[config.mk]
export PLATFORM = sky130hd
export DESIGN_NAME = mem_bus_unit
export DESIGN_NICKNAME = d
export VERILOG_FILES = /design/src/rtl/mem_bus_unit.sv
export SDC_FILE = /design/constraint.sdc
export NUM_CORES = 1
export LEC_CHECK = 0
export BUFFER_PORTS_ARGS = -buffer_cell sky130_fd_sc_hd__buf_2
export CAP_MARGIN = 10
export CORE_MARGIN = 3
export CORE_UTILIZATION = 40
export DETAILED_ROUTE_END_ITERATION = 8
export GPL_TIMING_DRIVEN = 1
export PLACE_DENSITY = 0.73
export SLEW_MARGIN = 20
export SYNTH_ARGS = -nofsm -noshare
export SYNTH_HDL_FRONTEND = slang
export SYNTH_SLANG_ARGS = --single-unit
[constraint.sdc]
create_clock -name clk -period 3.7 [get_ports clk]
set_input_delay 1.11 -clock clk [delete_from_list [all_inputs] [get_ports clk]]
set_output_delay 1.11 -clock clk [all_outputs]
set_load 0.01 [all_outputs]
[src/rtl/mem_bus_unit.sv]
// CPU-side memory/IO bus stage: steers CPU commands to the synchronous RAM, the LED
// register or the switch port, and signals completion over a 4-phase ready handshake.
module mem_bus_unit #(
   parameter int unsigned RAM_AW   = 8,
   parameter int unsigned DW       = 16,
   parameter logic [8:0]  LED_ADDR = 9'h100,
   parameter logic [8:0]  SW_ADDR  = 9'h140
) (
   input  logic              clk,
   input  logic              reset,
   input  logic [1:0]        mem_cmd,
   input  logic [8:0]        mem_addr,
   input  logic [DW-1:0]     write_data,
   output logic [DW-1:0]     read_data,
   output logic              mem_ready,
   output logic [RAM_AW-1:0] ram_addr,
   output logic [DW-1:0]     ram_din,
   output logic              ram_write,
   input  logic [DW-1:0]     ram_dout,
   input  logic [7:0]        SW,
   output logic [7:0]        LEDR,
   output logic              bus_err
);

   typedef enum logic [2:0] {
      IDLE,
      RD_ADDR,
      RD_DATA,
      WR,
      DONE
   } state_e;

   state_e            state_q, state_d;
   logic [DW-1:0]     read_data_q, read_data_d;
   logic              mem_ready_q, mem_ready_d;
   logic [RAM_AW-1:0] ram_addr_q, ram_addr_d;
   logic [DW-1:0]     ram_din_q, ram_din_d;
   logic              ram_write_q, ram_write_d;
   logic [7:0]        ledr_q, ledr_d;
   logic              bus_err_q, bus_err_d;

   logic is_rd, is_wr;

   assign is_rd = (mem_cmd == 2'b01);
   assign is_wr = (mem_cmd == 2'b10);

   always_comb begin
      state_d     = state_q;
      read_data_d = read_data_q;
      mem_ready_d = mem_ready_q;
      ram_addr_d  = ram_addr_q;
      ram_din_d   = ram_din_q;
      ram_write_d = 1'b0;
      ledr_d      = ledr_q;
      bus_err_d   = bus_err_q;

      case (state_q)
         IDLE: begin
            if (is_rd || is_wr) begin
               // The accepted address/data are held in ram_addr_q/ram_din_q, so later
               // input changes cannot disturb an in-flight RAM access.
               if (!mem_addr[8]) begin
                  ram_addr_d = mem_addr[RAM_AW-1:0];
                  if (is_rd) begin
                     state_d = RD_ADDR;
                  end else begin
                     state_d     = WR;
                     ram_din_d   = write_data;
                     ram_write_d = 1'b1;
                  end
               end else begin
                  state_d     = DONE;
                  mem_ready_d = 1'b1;
                  if (is_rd && (mem_addr == SW_ADDR)) begin
                     read_data_d = {{(DW-8){1'b0}}, SW};
                  end else if (is_wr && (mem_addr == LED_ADDR)) begin
                     ledr_d = write_data[7:0];
                  end else begin
                     bus_err_d = 1'b1;
                     if (is_rd) begin
                        read_data_d = '0;
                     end
                  end
               end
            end else if (mem_cmd == 2'b11) begin
               bus_err_d = 1'b1;
            end
         end
         RD_ADDR: begin
            state_d = RD_DATA;
         end
         RD_DATA: begin
            state_d     = DONE;
            read_data_d = ram_dout;
            mem_ready_d = 1'b1;
         end
         WR: begin
            state_d     = DONE;
            mem_ready_d = 1'b1;
         end
         DONE: begin
            if (mem_cmd == 2'b00) begin
               state_d     = IDLE;
               mem_ready_d = 1'b0;
            end
         end
         default: begin
            state_d     = IDLE;
            mem_ready_d = 1'b0;
         end
      endcase
   end

   always_ff @(posedge clk or negedge reset) begin
      if (!reset) begin
         state_q     <= IDLE;
         read_data_q <= '0;
         mem_ready_q <= 1'b0;
         ram_addr_q  <= '0;
         ram_din_q   <= '0;
         ram_write_q <= 1'b0;
         ledr_q      <= '0;
         bus_err_q   <= 1'b0;
      end else begin
         state_q     <= state_d;
         read_data_q <= read_data_d;
         mem_ready_q <= mem_ready_d;
         ram_addr_q  <= ram_addr_d;
         ram_din_q   <= ram_din_d;
         ram_write_q <= ram_write_d;
         ledr_q      <= ledr_d;
         bus_err_q   <= bus_err_d;
      end
   end

   assign read_data = read_data_q;
   assign mem_ready = mem_ready_q;
   assign ram_addr  = ram_addr_q;
   assign ram_din   = ram_din_q;
   assign ram_write = ram_write_q;
   assign LEDR      = ledr_q;
   assign bus_err   = bus_err_q;

endmodule

==> results.sh <==
export IMPL_status="complete, no violations"
export IMPL_cts_resized=0
export IMPL_numCtsBuffers=5
export IMPL_avgSynthCellArea_um2=14.8
export IMPL_ys_seq_elements=54
export IMPL_rows=27
export IMPL_utilization=0.543
export IMPL_grt_use_met1=0.171
export IMPL_min_period_ps=2610
export IMPL_leakage_nw=1.59
export IMPL_cts_hold_buffers=0
export IMPL_cp_max_fo=16
export IMPL_met2_usage=0.266
export IMPL_cts_buffer_depth=2
export IMPL_drv_slew=0
export IMPL_synth_ff_type="dfrtp_1"
export IMPL_slew_headroom=0.484
export IMPL_die_x_um=82.4
export IMPL_wirelength_um=5030
export IMPL_clock_sinks=54
export IMPL_fp_coreArea_um2=5570
export IMPL_routabilityCongestion=0.762
export IMPL_maxCapViolCount=0
export IMPL_tritoncts="yes"
export IMPL_fin_ws_ps=1090
export IMPL_synth_nets=215
export IMPL_slowest_stage="o31ai_4"
export IMPL_ir_worst_vdd_uv=329
export IMPL_clk_pin_slew_ps=90
export IMPL_cp_data_required_time_ps=3890
export IMPL_vias=1670
export IMPL_cp_arrival_ps=2800
export IMPL_synthArstFlopShare=1.00
export IMPL_num_io_pins=104
export IMPL_clk_latency_ps=310
export IMPL_grt_max_degree=30
export IMPL_hp_class="reg2reg"
export IMPL_syn2layout_area_growth_pct=29.6
export IMPL_cts_setup_buffers=0
export IMPL_fin_nets=320
export IMPL_post_route_period_util=0.704
export IMPL_clock_skew_ps=13.3
export IMPL_p_total_mw=1.98
export IMPL_max_freq_ghz=0.384
export IMPL_dp_slack_ps=731
export IMPL_grt_usage=0.148
export IMPL_dr_pass1_iters=4
export IMPL_finalSetupTns_ps=0
export IMPL_cp_cell_sequence="buf_2, nor4_4, nand2_2, o31ai_4, mux2_2"
export IMPL_drive_above_1_share=0.595
export IMPL_powerDensity_nw_per_um2=655
export IMPL_ys_types=34
export IMPL_grt_most_used_layer="met2"
export IMPL_grt_pass1_vias=1547
export IMPL_synth_area_um2=2330
export IMPL_crit_path_start_kind="input port"
export IMPL_tightest_slew_ps=774
export IMPL_critPathKind="in2reg"
export IMPL_numPortBuffers=103
export IMPL_synth_edff_count=0
export IMPL_drtIter0Drc=32
export IMPL_place_hpwl_um=3810
export IMPL_h_tree_depth=2
export IMPL_via_per_inst=4.97
export IMPL_critPathBufInv=1
export IMPL_grt_overflow=0
export IMPL_drt_drc_violations_left=0
export IMPL_die_area_um2=6790
export IMPL_seq_area_frac_synth=0.579
export IMPL_die_h_um=82.4
export IMPL_setup_viol=0
export IMPL_slowest_delay_ps=700
export IMPL_wl_per_cell_um=15.0
export IMPL_antenna_found_initial=0
export IMPL_grt_pass1_wl_um=7460
export IMPL_start_util=0.419
export IMPL_rsz0062_at_grt="no"
export IMPL_cp_top_family="compound AO/OA/AOI/OAI gates"
export IMPL_ant_nets=0
export IMPL_synth_cells=158
export IMPL_cts_root_buf="clkbuf_8"
export IMPL_yosysWarnings=0
export IMPL_hold_viol_final=0
export IMPL_critPathCaptureType="flop"
export IMPL_grtUsageMet3=0.0325
export IMPL_antenna_cells=0
## per-stage QoR
stage	area, um2	cells	hold WS, ps
global route	3030	336	514
detailed placement	2910	328	474
CTS	3030	336	497
finish	3030	336	490
floorplan	2330	158	512
global placement	2910	328	462
## cell type report
type | instances | area, um2
Clock buffer | 5 | 68.8
Clock inverter | 3 | 47.5
Fill cell | 487 | 2550
Multi-Input combinational cell | 91 | 912
Sequential cell | 54 | 1350
Inverter | 5 | 18.8
Tap cell | 72 | 90.1
Timing Repair Buffer | 106 | 538
## sequential cells by signal (all words and copies together), names as in the netlist
name	flops
state_q	3
ram_addr	8
read_data	16
ram_din	16
mem_ready	1
LEDR	8
ram_write	1
bus_err	1
## logic make-up after synthesis
kind of cell	synth area share
fa+ha+maj	0.0214
mux	0.196
compound gates	0.0884
buf+inv	0.0305
simple gates	0.0847
flops	0.579
## routing by layer
| metal | vias up | part of all wire |
|---|---|---|
| met3 | 7 | 0.073 |
| met1 | 811 | 0.42 |
| met5 | - | 0 |
| met4 | 0 | 0.014 |
| met2 | 69 | 0.49 |
| li1 | 783 | - |
## cell usage after synthesis (2+ instances only)
library cell | instances | area share
a22o_1 | 16 | 0.060
mux2_2 | 32 | 0.15
a21oi_1 | 2 | 0.0043
inv_1 | 5 | 0.0080
nand2_1 | 2 | 0.0032
buf_6 | 2 | 0.0096
mux2_4 | 2 | 0.013
clkbuf_1 | 2 | 0.0032
ha_1 | 4 | 0.021
mux2_1 | 6 | 0.029
nor3_1 | 4 | 0.0086
dfrtp_1 | 54 | 0.58
nor2_1 | 5 | 0.0080
buf_2 | 2 | 0.0043
## layout by cell type (no fill, tap or decap), types with 4 or more instances in the layout
master,instances
inv_1,5
mux2_2,32
clkbuf_8,5
ha_1,4
a22o_1,16
nor3_1,4
buf_2,103
dfrtp_1,54
mux2_1,6
nor2_1,5
## final timing paths
| path | from | to | slack, ps | depth (start not counted) |
|---|---|---|---|---|
| worst max-delay path | mem_addr[2] | read_data[3] | 1090 | 5 |
| worst min-delay path | bus_err | bus_err | 490 | 1 |
| worst max register to register | state_q[1] | read_data[0] | 1560 | 5 |
| worst min register to register | bus_err | bus_err | 490 | 1 |
| max in group asynchronous | reset | ram_din[6] | 2140 | 2 |
| min in group asynchronous | reset | ram_din[12] | 780 | 1 |
## where the power goes
part,switching (mW),internal [mW],total [mW]
sequential,0.118,0.795,0.913
clock,0.197,0.205,0.402
combinational,0.319,0.348,0.667
## worst register-to-register path, delay by kind of cell, from the launching register on
| kind | cells | cell delay [ps] |
|---|---|---|
| AO/OA/AOI/OAI | 1 | 190 |
| buffers and inverters | 1 | 210 |
| flip-flops | 1 | 550 |
| AND/OR/NAND/NOR | 2 | 830 |
| multiplexers | 1 | 260 |
Power figures use the tool's default switching activity.
